File: src/rtl/wb_ctrl.sv
// wb_ctrl: register-file write-port owner.
// Merges pipeline writes with buffered mul/div results and tracks pending rd.
module wb_ctrl #(
    parameter int DW     = 32,
    parameter int AW     = 5,
    parameter int FDEPTH = 2
) (
    input  logic          clk,
    input  logic          rstn,
    input  logic          pipe_wen_i,
    input  logic [AW-1:0] pipe_waddr_i,
    input  logic [DW-1:0] pipe_wdata_i,
    input  logic          md_issue_i,
    input  logic [AW-1:0] md_issue_rd_i,
    input  logic          md_valid_i,
    input  logic [AW-1:0] md_rd_i,
    input  logic [DW-1:0] md_data_i,
    output logic          md_ready_o,
    input  logic [AW-1:0] id_rs1_addr_i,
    input  logic [AW-1:0] id_rs2_addr_i,
    input  logic          id_rs1_read_i,
    input  logic          id_rs2_read_i,
    input  logic [AW-1:0] id_rd_i,
    input  logic          id_wen_i,
    output logic          hazard_o,
    output logic [31:0]   busy_o,
    output logic          wen_o,
    output logic [AW-1:0] wr_addr_o,
    output logic [DW-1:0] wr_data_o
);

    localparam int LW = $clog2(FDEPTH);
    localparam int PW = LW + 1;
    localparam logic [PW-1:0] PONE = 1;

    logic [PW-1:0] wp;
    logic [PW-1:0] rp;
    logic [AW-1:0] rd_mem  [FDEPTH];
    logic [DW-1:0] dat_mem [FDEPTH];
    logic [31:0]   busy;
    logic [31:0]   busy_nxt;

    logic          full;
    logic          empty;
    logic          pipe_act;
    logic          push;
    logic          pop;
    logic [AW-1:0] head_rd;
    logic [DW-1:0] head_data;

    assign full  = (wp[PW-1] != rp[PW-1]) &&
                   (wp[LW-1:0] == rp[LW-1:0]);
    assign empty = (wp == rp);

    assign md_ready_o = !full;

    // Writes to x0 are not real requests and leave the port free.
    assign pipe_act = pipe_wen_i && (pipe_waddr_i != '0);

    // Results for x0 are handshaken but never stored.
    assign push = md_valid_i && md_ready_o && (md_rd_i != '0);
    assign pop  = !pipe_act && !empty;

    assign head_rd   = rd_mem[rp[LW-1:0]];
    assign head_data = dat_mem[rp[LW-1:0]];

    // FIFO pointers; reset discards anything buffered.
    always_ff @(posedge clk or negedge rstn) begin
        if (!rstn) begin
            wp <= '0;
            rp <= '0;
        end else begin
            if (push) wp <= wp + PONE;
            if (pop)  rp <= rp + PONE;
        end
    end

    // FIFO storage.
    always_ff @(posedge clk or negedge rstn) begin
        if (!rstn) begin
            for (int i = 0; i < FDEPTH; i++) begin
                rd_mem[i]  <= '0;
                dat_mem[i] <= '0;
            end
        end else if (push) begin
            rd_mem[wp[LW-1:0]]  <= md_rd_i;
            dat_mem[wp[LW-1:0]] <= md_data_i;
        end
    end

    // Scoreboard update: clear on drain, then set on issue so set wins.
    always_comb begin
        busy_nxt = busy;
        if (pop) busy_nxt[head_rd] = 1'b0;
        if (md_issue_i && (md_issue_rd_i != '0))
            busy_nxt[md_issue_rd_i] = 1'b1;
        busy_nxt[0] = 1'b0;
    end

    // Scoreboard register.
    always_ff @(posedge clk or negedge rstn) begin
        if (!rstn) busy <= '0;
        else       busy <= busy_nxt;
    end

    assign busy_o = busy;

    // RAW on either source, WAW on the destination.
    always_comb begin
        hazard_o = (id_rs1_read_i & busy[id_rs1_addr_i]) |
                   (id_rs2_read_i & busy[id_rs2_addr_i]) |
                   (id_wen_i      & busy[id_rd_i]);
    end

    // Write-port arbitration: pipeline first, then FIFO head.
    always_comb begin
        wen_o     = 1'b0;
        wr_addr_o = '0;
        wr_data_o = '0;
        if (pipe_act) begin
            wen_o     = 1'b1;
            wr_addr_o = pipe_waddr_i;
            wr_data_o = pipe_wdata_i;
        end else if (!empty) begin
            wen_o     = 1'b1;
            wr_addr_o = head_rd;
            wr_data_o = head_data;
        end
    end

endmodule

File: config.mk
export PLATFORM = sky130hd
export DESIGN_NAME = wb_ctrl
export DESIGN_NICKNAME = d
export VERILOG_FILES = /design/src/rtl/wb_ctrl.sv
export SDC_FILE = /design/constraint.sdc
export NUM_CORES = 1
export LEC_CHECK = 0
export CAP_MARGIN = 5
export CORE_MARGIN = 4
export CORE_UTILIZATION = 23
export CTS_BUF_LIST = sky130_fd_sc_hd__clkbuf_8
export CTS_CLUSTER_SIZE = 16
export DETAILED_ROUTE_END_ITERATION = 7
export PLACE_DENSITY = 0.46
export SYNTH_ARGS = -nofsm -noshare
export SYNTH_HDL_FRONTEND = slang
export SYNTH_SLANG_ARGS = --single-unit
File: constraint.sdc
create_clock -name clk -period 3.9 [get_ports clk]
set_input_delay 0.39 -clock clk [delete_from_list [all_inputs] [get_ports clk]]
set_output_delay 0.39 -clock clk [all_outputs]
set_load 0.01 [all_outputs]
==> qor.txt <==
# rows: 58
Placed cell count: 994
Max FO, Critical Path: 9
Detail Route Antenna Nets: 0
Num CTS Buffers: 9
Post-Place Cell Area: 8069 um^2
Post-synth cell types: 42
Cell Count, Final, Fillers Out: 1011
I/O Pins: 174
Startpoint class of the critical path: input pin
Clock skew: 0.01175 ns
Worst hold path type: input pin to asynchronous set/reset pin
Final net count: 778
Final hold vios: 0
Die area: 28690 um^2
GR Util met3: 3.983%
Worst Max-Slew Pin Slew: 0.7471 ns
Setup Slack @ Placement: 0.4736 ns
Outcome: finished, final reports clean
Slowest cell delay on critical path: 0.79 ns
Final WL: 19270 um
Final hold slack: 0.4424 ns
Die Wd: 169.4 um
Async S/R FF share, synth: 100.0%
Static Leak: 3.230 nW
Syn Std Cell Area: 5989 um^2
Initial core utilization: 23.58%
Vias per cell: 4.931
CTS sink count: 109
Clock root buffer: clkbuf_8
CP bufs+invs: 2
Fmax: 293.5 MHz
Number of fillers in the final layout: 2568
VDD IR max: 284.6 uV
Tcrit/Tclk final: 87.36%
Drt wl/cell: 19.06 um
RSZ-0062 raised after global routing: false
Reg clk slew, reported paths: 0.11 ns
Met1 Usage GRT: 17.94%
Post-Syn Instances: 519
Total number of vias: 4985
Power Dens Cells: 766.6 nW/um^2
Worst Path Required: 3.51 ns
Sequential cell area fraction in the yosys report: 45.54%
Max-cap violations: 0
Number of global-route vias before repair: 5278
Cells along the critical path: clkdlybuf4s50_1 > mux4_2 > mux4_2 > a22oi_1 > o2111ai_1 > clkdlybuf4s50_1
#FFs+latches synth: 109
Antenna diodes: 0
CTS tree: built
Routability Congestion: 0.8198
Largest cells by area after synthesis: dfrtp_1, mux2_2, mux2i_1, mux4_2, o31ai_1
First-pass GRT wire length: 30130 um
Congestion Overflow GR: 0
Total Routing Usage GR: 13.43%
Largest area contributor in the netlist: dfrtp_1
Area Growth Syn to Fin: 38.12%
Clk buf depth: 2
Count leader, synth: dfrtp_1
Synthesis Warnings: 0
Worst skew pair latency: 0.39 ns
Busiest grt layer: met2
Post_cts resized: 0
Hpwl dp: 14740 um
Global Route met2 Usage: 21.01%
Worst rel slew slack: 48.77%
Max Slew Vio Count: 0
Fin crit period: 3.407 ns
# DRC: 0
Avg Cell Area, Syn: 11.54 um^2
Final worst slack: 0.4931 ns
Critical path class: input pin to primary output
Synth top cells by count: dfrtp_1, mux2_2, nand2_1
Final TNS setup: 0 ns
Pin count of the biggest net entering global routing: 64
WP data arrival: 3.02 ns
DRT iter0 DRCs: 263
Count of input and output buffers: 172
Critical path's top delay family: buffers and inverters
Synth Flop Type: dfrtp_1
Post-route cell area: 8273 um^2
CP Capture Type: primary output
Setup-failing EPs final: 0
Critical-path top delay cell: clkdlybuf4s50_1
Placeable Area: 25400 um^2
EDFF count, synth: 0
Die Y: 169.4 um
Mapped Nets: 621
Initial antenna violation count: 1
First-pass iteration count of the detailed router: 5
Yosys top cell area share: 45.54%
H-Tree Level Count: 3
Share of cells above drive strength 1: 19.82%
## timing repair
action	CTS	global route
endpoints found under the setup margin	0	0
endpoints found under the hold margin	28	0
buffers inserted	0	0
hold buffers	1	0
## per-layer routing
layer / wire, um / vias up / part of all wire, %
li1: - / 2252 / -
met1: 8579 / 2506 / 45
met2: 8686 / 199 / 45
met3: 1640 / 26 / 8.5
met4: 345 / 2 / 1.8
met5: 14 / - / 0.073
## sequential cells by signal (all words and copies together) (netlist names)
signal	cells
dat_mem	64
rp	2
rd_mem	10
wp	2
busy_o	31
## cell families (layout without fill, tap and decap cells)
family,after synthesis,after routing,synth area share (%)
muxes,146,146,30.25
AOI/OAI and AO/OA,123,123,12.64
DFF,109,109,45.54
and+or+nand+nor,96,96,7.813
buffers and inverters,38,200,2.820
xor gates and xnor gates,6,6,0.8774
other,1,1,0.06261
## cell usage in the layout (no fill, tap or decap), types with 2 or more instances in the layout
cell | synthesis | final
mux2_2 | 80 | 80
clkdlybuf4s50_1 | 0 | 171
nand2b_1 | 7 | 7
or4_1 | 3 | 3
or3_1 | 2 | 2
mux4_2 | 20 | 20
o21ai_0 | 49 | 49
mux2i_1 | 46 | 46
a211oi_1 | 2 | 2
or4_4 | 2 | 2
clkinv_4 | 0 | 2
nor2b_1 | 5 | 4
o22ai_1 | 4 | 4
buf_4 | 1 | 8
nand3b_1 | 2 | 2
nand3_1 | 7 | 7
nor3b_1 | 4 | 4
or2_2 | 2 | 2
nand2_1 | 53 | 53
dfrtp_1 | 109 | 108
o32ai_1 | 2 | 2
clkbuf_8 | 0 | 11
inv_1 | 3 | 3
o31ai_1 | 37 | 37
o21ai_1 | 14 | 14
a21oi_1 | 6 | 6
xnor2_1 | 5 | 5
nor2_1 | 6 | 6
## power by group
part           total, mW  switching, mW  internal [mW]
logic               3.43           1.58           1.85
clock network      0.686          0.410          0.276
registers           2.23          0.516           1.71
## layout make-up
class	instances	area, um^2	share of cell area [%]
multi-input combinational	372	3124	37.76
sequential	109	2729	32.99
timing repair buffer	181	1802	21.78
tap	330	412.9	4.991
clock buffer	11	151.4	1.830
clock inverter	5	42.54	0.5142
inverter	3	11.26	0.1361
## stage by stage
step                      power [mW]  util [%]
after floorplan                4.108         -
after global placement         5.626     31.77
after global routing           6.797     32.57
after detailed placement       5.730     31.77
final                          6.342     32.57
after CTS                      6.435     32.57
## final timing paths
path / slack [ns] / end / from / cells past startpoint
setup / recovery: 0.49 / hazard_o / id_rs1_addr_i[1] / 6
hold / removal: 0.44 / dat_mem[50]$_DFFE_PN0P_ / rstn / 2
setup reg to reg: 1.51 / busy_o[21]$_DFF_PN0_ / rp[0]$_DFFE_PN0N_ / 6
hold reg to reg: 0.49 / rp[1]$_DFFE_PN0N_ / rp[1]$_DFFE_PN0N_ / 1
max in group asynchronous: 2.37 / rp[0]$_DFFE_PN0N_ / rstn / 3
min in group clk: 0.49 / rp[1]$_DFFE_PN0N_ / rp[1]$_DFFE_PN0N_ / 1
(Power assumes the default switching activity.)
